===== config.mk =====
export PLATFORM = sky130hd
export DESIGN_NAME = stack_program_runner
export DESIGN_NICKNAME = d
export VERILOG_FILES = /design/src/rtl/stack_program_runner.sv
export SDC_FILE = /design/constraint.sdc
export NUM_CORES = 1
export LEC_CHECK = 0
export CAP_MARGIN = 0
export CORE_MARGIN = 5
export CORE_UTILIZATION = 59
export CTS_BUF_LIST = sky130_fd_sc_hd__clkbuf_2 sky130_fd_sc_hd__clkbuf_4 sky130_fd_sc_hd__clkbuf_8
export CTS_CLUSTER_SIZE = 20
export DETAILED_ROUTE_END_ITERATION = 6
export DONT_BUFFER_PORTS = 1
export PLACE_DENSITY = 0.78
export SLEW_MARGIN = 20
export SYNTH_ARGS = -nofsm -noshare
export SYNTH_HDL_FRONTEND = slang
export SYNTH_SLANG_ARGS = --single-unit

===== constraint.sdc =====
create_clock -name clk -period 3.9 [get_ports clk]
set_clock_uncertainty 0.05 [all_clocks]
set_input_delay 1.17 -clock clk [delete_from_list [all_inputs] [get_ports clk]]
set_output_delay 1.17 -clock clk [all_outputs]
set_load 0.005 [all_outputs]

===== src/rtl/stack_program_runner.sv =====
// Run controller for stackCPU: loads a program over ready/valid, runs the CPU
// from that program memory, and holds a completion record until acknowledged.
module stack_program_runner #(
  parameter int DATA_WIDTH  = 32,
  parameter int INSTR_WIDTH = 10,
  parameter int PC_WIDTH    = 10,
  parameter int PROG_DEPTH  = 64,
  parameter int TIMEOUT     = 1024
) (
  input  logic                   clk,
  input  logic                   reset,
  input  logic                   load_valid,
  output logic                   load_ready,
  input  logic [INSTR_WIDTH-1:0] load_instr,
  input  logic                   load_last,
  input  logic                   start,
  output logic                   busy,
  output logic                   done,
  input  logic                   done_ack,
  output logic [DATA_WIDTH-1:0]  done_result,
  output logic                   done_error,
  output logic                   done_timeout,
  output logic [15:0]            done_cycles,
  output logic                   cpu_reset,
  output logic [INSTR_WIDTH-1:0] cpu_instruction,
  input  logic [PC_WIDTH-1:0]    cpu_pc,
  input  logic [DATA_WIDTH-1:0]  cpu_result,
  input  logic                   cpu_error,
  input  logic                   cpu_halt
);

  localparam int AW   = $clog2(PROG_DEPTH);
  localparam int LW   = AW + 1;
  localparam int CMPW = (PC_WIDTH > LW) ? PC_WIDTH : LW;
  localparam int CW   = ($clog2(TIMEOUT + 1) > 16) ? $clog2(TIMEOUT + 1) : 16;

  typedef enum logic [1:0] {IDLE, LOAD, RUN, DONE} state_t;

  state_t                  state_q, state_d;
  logic [LW-1:0]           progLen_q, progLen_d;
  logic [LW-1:0]           wrPtr_q, wrPtr_d;
  logic [PC_WIDTH-1:0]     pc_q, pc_d;
  logic [DATA_WIDTH-1:0]   res_q, res_d;
  logic [DATA_WIDTH-1:0]   result_q, result_d;
  logic                    error_q, error_d;
  logic                    timeout_q, timeout_d;
  logic [CW-1:0]           count_q, count_d;
  logic [INSTR_WIDTH-1:0]  mem [PROG_DEPTH];

  logic                    beatAccept;
  logic                    ptrFull;
  logic                    inProgram;
  logic [AW-1:0]           wrAddr;

  assign ptrFull    = (wrPtr_q == LW'(PROG_DEPTH));
  assign inProgram  = (CMPW'(cpu_pc) < CMPW'(progLen_q));
  assign wrAddr     = (state_q == LOAD) ? wrPtr_q[AW-1:0] : '0;
  assign load_ready = !reset && ((state_q == IDLE) || ((state_q == LOAD) && !ptrFull));
  assign beatAccept = load_valid && load_ready;

  // Program memory has no reset; it is only meaningful below prog_len.
  always_ff @(posedge clk) begin
    if (beatAccept) begin
      mem[wrAddr] <= load_instr;
    end
  end

  assign cpu_instruction = ((state_q == RUN) && inProgram) ? mem[cpu_pc[AW-1:0]] : '0;

  always_comb begin
    state_d   = state_q;
    progLen_d = progLen_q;
    wrPtr_d   = wrPtr_q;
    pc_d      = pc_q;
    res_d     = res_q;
    result_d  = result_q;
    error_d   = error_q;
    timeout_d = timeout_q;
    count_d   = count_q;
    unique case (state_q)
      IDLE: begin
        // A load beat wins over start; start is simply dropped.
        if (beatAccept) begin
          wrPtr_d = LW'(1);
          if (load_last) begin
            progLen_d = LW'(1);
          end else begin
            state_d = LOAD;
          end
        end else if (start && (progLen_q != '0)) begin
          state_d = RUN;
          pc_d    = '0;
          res_d   = '0;
          count_d = '0;
        end
      end
      LOAD: begin
        if (beatAccept) begin
          wrPtr_d = wrPtr_q + LW'(1);
          if (load_last) begin
            progLen_d = wrPtr_q + LW'(1);
            state_d   = IDLE;
          end
        end else if (ptrFull && load_valid && load_last) begin
          progLen_d = LW'(PROG_DEPTH);
          state_d   = IDLE;
        end
      end
      RUN: begin
        pc_d    = cpu_pc;
        res_d   = cpu_result;
        count_d = count_q + CW'(1);
        // The result seen the cycle before a pc change belongs to the retiring instruction.
        if (cpu_pc != pc_q) begin
          result_d = res_q;
        end
        if (cpu_error) begin
          error_d = 1'b1;
          state_d = DONE;
        end else if (cpu_halt) begin
          state_d = DONE;
        end else if (!inProgram) begin
          state_d = DONE;
        end else if (count_q == CW'(TIMEOUT - 1)) begin
          timeout_d = 1'b1;
          state_d   = DONE;
        end
      end
      DONE: begin
        if (done_ack) begin
          state_d   = IDLE;
          error_d   = 1'b0;
          timeout_d = 1'b0;
          count_d   = '0;
        end
      end
      default: state_d = IDLE;
    endcase
  end

  always_ff @(posedge clk) begin
    if (reset) begin
      state_q   <= IDLE;
      progLen_q <= '0;
      wrPtr_q   <= '0;
      pc_q      <= '0;
      res_q     <= '0;
      result_q  <= '0;
      error_q   <= 1'b0;
      timeout_q <= 1'b0;
      count_q   <= '0;
    end else begin
      state_q   <= state_d;
      progLen_q <= progLen_d;
      wrPtr_q   <= wrPtr_d;
      pc_q      <= pc_d;
      res_q     <= res_d;
      result_q  <= result_d;
      error_q   <= error_d;
      timeout_q <= timeout_d;
      count_q   <= count_d;
    end
  end

  assign busy         = (state_q == LOAD) || (state_q == RUN);
  assign done         = (state_q == DONE);
  assign cpu_reset    = (state_q != RUN);
  assign done_result  = result_q;
  assign done_error   = error_q;
  assign done_timeout = timeout_q;
  assign done_cycles  = (count_q > CW'(16'hFFFF)) ? 16'hFFFF : count_q[15:0];

endmodule


# After elaboration in Yosys (flattened, before gate mapping)

Memories as Yosys holds them, arrays and structs flattened.
Index checks and enable logic that the tools add are counted.

Register bits after elaboration: 108
Bits in writable memories: 640
Input bits: 60
Output and inout bits: 64
Word-level logic and storage cells: 106
Memories: 1

Memory list:

| name | words | width | read ports | clocked after memory_dff | wr ports | line | source |
|---|---|---|---|---|---|---|---|
| mem  | 64    | 10    | 1          | 0                        | 1        | 48   | `logic [INSTR_WIDTH-1:0] mem [PROG_DEPTH];` |

Add/subtract/negate cells: 2
$lt $le $gt $ge: 2
Eq/ne operators: 23
Muxes and demuxes: 44
Reductions and logical operators: 25

Operator list:

| kind                    | number |
|---|---|
| $mux W16                | 4 |
| $mux W32                | 2 |
| $pmux W32 S2            | 1 |
| $mux W7                 | 7 |
| $pmux W16 S3            | 1 |
| $mux W10                | 3 |
| $pmux W7 S2             | 2 |
| $mux W2                 | 11 |
| $pmux W10 S2            | 1 |
| $ne A2 B2 Y1 const B    | 9 |
| $add A16 B1 Y16 const B | 1 |
| $eq A16 B10 Y1 const B  | 1 |
| $gt A16 B16 Y1 const B  | 1 |
| $reduce_and A6 Y1       | 2 |
| $lt A10 B7 Y1           | 1 |
| $ne A10 B10 Y1          | 1 |
| $reduce_and A3 Y1       | 3 |
| $mux W1                 | 8 |
| $pmux W2 S4             | 1 |
| $add A7 B1 Y7 const B   | 1 |
| $eq A7 B7 Y1 const B    | 1 |
| $logic_and A1 B1 Y1     | 7 |
| $reduce_bool A7 Y1      | 1 |
| $mux W6                 | 1 |
| other kinds (15)        | 25 |

# Logic depth before layout (Yosys ltp)

Depth in word-level cells: 8
Depth in mapped cells: 10
Depth with buffers taken out: 9

# Worst setup path after synthesis

No wires, ideal clock.

Kind: input to output
Start: input cpu_pc[0]
End: output cpu_instruction[7]
Arrival time: 2.819 ns
Data required time: 2.680 ns
Path slack: -0.139 ns
Stages on the path: 8
Buffers on the path: 3
Cells stage by stage: buf_6 > buf_2 > buf_4 > mux4_2 > a22oi_1 > nand2_1 > a211oi_1 > nor3_1

Longest elaborated chain between the ends: 3
Elaborated cells between the ends (all ways): 4
Those cells by class: order compare (1); mux (1); reduce/logical (1); memory (1)

Ends and longest elaborated chain:

| item                                                    | line | source |
|---|---|---|
| start, declared                                         | 26   | `input logic [PC_WIDTH-1:0] cpu_pc,` |
| branches (longest 2 deep; another with $mem_v2 Z64 W10) | -    |  |
| $mux W10 (*)                                            | 68   | `assign cpu_instruction = ((state_q == RUN) && inProgram) ? mem[cpu_pc[AW-1:0]] : '0;` |
| end, declared                                           | 25   | `output logic [INSTR_WIDTH-1:0] cpu_instruction,` |

Every way passes the cells marked *.

# Final worst setup path

Start: input cpu_pc[0]
End: output cpu_instruction[5]

The elaborated chain is that of the path after synthesis.

==> impl_metrics.toml <==
[worst_hold_path]
min_path_cells = 2
worstHoldPathType = "reg2reg"

[power]
ir_worst_vdd_mv = 0.400
p_leak_uw = 0.0108
power_density_nw_per_um2 = 490

[logic_synthesis]
synth_edf_count = 640
yosysSeqAreaShare = 0.731
syn_inst = 1608
syn-cell-area_um2 = 29200
yosysWarnings = 0
syn-num-nets = 1682
ys_ff_latch = 748
synth_area_per_cell_um2 = 18.2
synth_ff_type = "edfxtp_1"
synth_cell_types = 50
async_flop_share = 0

[die]
start_util = 0.597
die_width_um = 233
die_y_um = 233
dieArea_um2 = 54100
num_io_pins = 124
row_count = 81
coreArea_um2 = 49000

[sta]
fin_ws_ns = -0.441
tightest_slew_ns = 0.724
drv_slew = 0
rsz0062_at_grt = "true"
setup_tns_ns = -3.69
max_freq_mhz = 230
min_period_over_period = 1.11
finalHoldViolCount = 0
final.min_clock_period_ns = 4.34
relSlewSlack = 0.515
setup_violations = 10

[place]
dp.cells = 2290
post-dp-hpwl_um = 38500
gp_congestion = 0.856
port_buffers = 0

[worst_setup_path]
cp.required_ns = 2.68
worstSetupPathType = "in2out"
cp-end-kind = "output port"
crit_fanout = 181
r2r_cells = 9
crit_arrival_ns = 3.12
cp-start-kind = "input pin"

[cts]
cts_made_buffers = 112
clock_latency_ns = 0.70
cts-htree-levels = 3
root_buffer = "clkbuf_8"
cts_tree = "yes"
clkSinkCount = 748
clk_path_buf_depth = 3
cts.reportedPaths.clkPinSlew_ns = 0.07

[grt]
grt_first_pass_wirelength_um = 98300
grt_pass1_vias = 16000
antenna_found_initial = 0
grt_max_degree = 182
grt.overflow.total = 0
grt_use_total = 0.243

[job]
cap_viol_max_count = 0

[route]
drt-total-wl_um = 64500
avgViaCountPerCell = 6.26
avgRoutedWirePerCell_um = 25.9
vias = 15600
drcViolationCount = 0
ant_nets = 0
drt_iter0_drc = 1663
dr.pass1.iters = 5

[final_layout]
utilization = 0.671
final_cell_mix = "edfxtp_1 (640), nor2_1 (182), mux4_2 (162), clkbuf_8 (118), dfxtp_1 (108)"
layout_commonest_cell = "edfxtp_1"
fillers = 3142
drive_gt1_frac = 0.268
fin_nets = 1813
syn_to_final_growth_pct = 12.4
fin_cells = 2489
n_antenna_cell = 0

[outcome]
status = "finished, violations left"
violations = "setup timing"
state kept, by name, summed over array words and instances (netlist names):
register      count
pc_q             10
state_q           2
mem             640
count_q          16
done_timeout      1
done_error        1
done_result      32
progLen_q         7
wrPtr_q           7
res_q            32
stage by stage:
| stage | power (uW) | hold slack, ns | setup slack (ns) | instance area (um^2) |
|---|---|---|---|---|
| after floorplan | 9850 | 0.395 | 0.00495 | 29400 |
| after global placement | 9950 | 0.414 | -0.371 | 30500 |
| after detailed placement | 9990 | 0.417 | -0.383 | 30500 |
| after CTS | 16200 | 0.428 | -0.262 | 32800 |
| after global routing | 16700 | 0.430 | -0.371 | 32900 |
| final | 16100 | 0.429 | -0.441 | 32900 |
cells by family (layout without fill, tap and decap cells):
family	count (synthesis)	after routing	share of synthesized area
compound gates	164	164	0.0397
fa+ha+maj	14	14	0.00599
simple gates	309	309	0.0454
flops	748	748	0.731
mux	234	234	0.149
buf+inv	111	328	0.0200
xor+xnor	28	28	0.00839
where the power goes:
| group | internal (uW) | switching (uW) | total [uW] |
|---|---|---|---|
| combinational | 453 | 553 | 1010 |
| clock | 3380 | 2890 | 6270 |
| sequential | 8770 | 70.6 | 8840 |
| total | 12600 | 3510 | 16100 |
per-layer routing:
| metal | vias up | GRT usage | part of all wire |
|---|---|---|---|
| li1 | 6698 | - | - |
| met1 | 7881 | 0.341 | 0.38 |
| met2 | 888 | 0.387 | 0.48 |
| met3 | 108 | 0.0692 | 0.11 |
| met4 | 0 | 0.0570 | 0.019 |
| met5 | - | 0 | 0 |
final cells by class:
type,count,area (um^2),share of cell area
Tap cell,664,831,0.0253
Clock buffer,151,1870,0.0570
Inverter,19,71.3,0.00217
Timing Repair Buffer,109,872,0.0265
Sequential cell,748,21400,0.651
Clock inverter,49,348,0.0106
Multi-Input combinational cell,749,7490,0.228
repair_timing:
item / CTS / global route
hold buffers: 0 / 0
pin swaps: 9 / 3
gates cloned: 0 / 0
endpoints found under the setup margin: 10 / 10
buffers inserted: 0 / 0
resized for setup: 25 / 7
path summary, 6_finish.rpt:
| kind | start | to | slack, ns |
|---|---|---|---|
| hold / removal | progLen_q[1] | progLen_q[1] | 0.43 |
| setup reg to reg | wrPtr_q[0] | mem[50][3] | 0.70 |
| setup / recovery | cpu_pc[0] | cpu_instruction[5] | -0.44 |
| hold reg to reg | progLen_q[1] | progLen_q[1] | 0.43 |
critical path, stage by stage:
cell and delay [ns]:
mux4_2 0.63, mux4_2 0.56, a211oi_4 0.26, nor3_2 0.12, buf_4 0.15
cells in the mapped netlist (15+ instances only):
| master | instances | area share |
|---|---|---|
| nand3_1 | 20 | 0.0034 |
| o21ai_0 | 24 | 0.0041 |
| nor2_1 | 186 | 0.024 |
| edfxtp_1 | 640 | 0.66 |
| a22oi_1 | 53 | 0.014 |
| mux4_2 | 162 | 0.12 |
| a221oi_1 | 28 | 0.0084 |
| buf_2 | 24 | 0.0041 |
| buf_6 | 15 | 0.0058 |
| nand2_1 | 44 | 0.0056 |
| mux2i_1 | 72 | 0.025 |
| a21oi_1 | 30 | 0.0051 |
| inv_1 | 15 | 0.0019 |
| clkbuf_1 | 41 | 0.0053 |
| nor3_1 | 19 | 0.0033 |
| dfxtp_1 | 108 | 0.074 |
No activity file was read; power rests on OpenSTA's default activity.
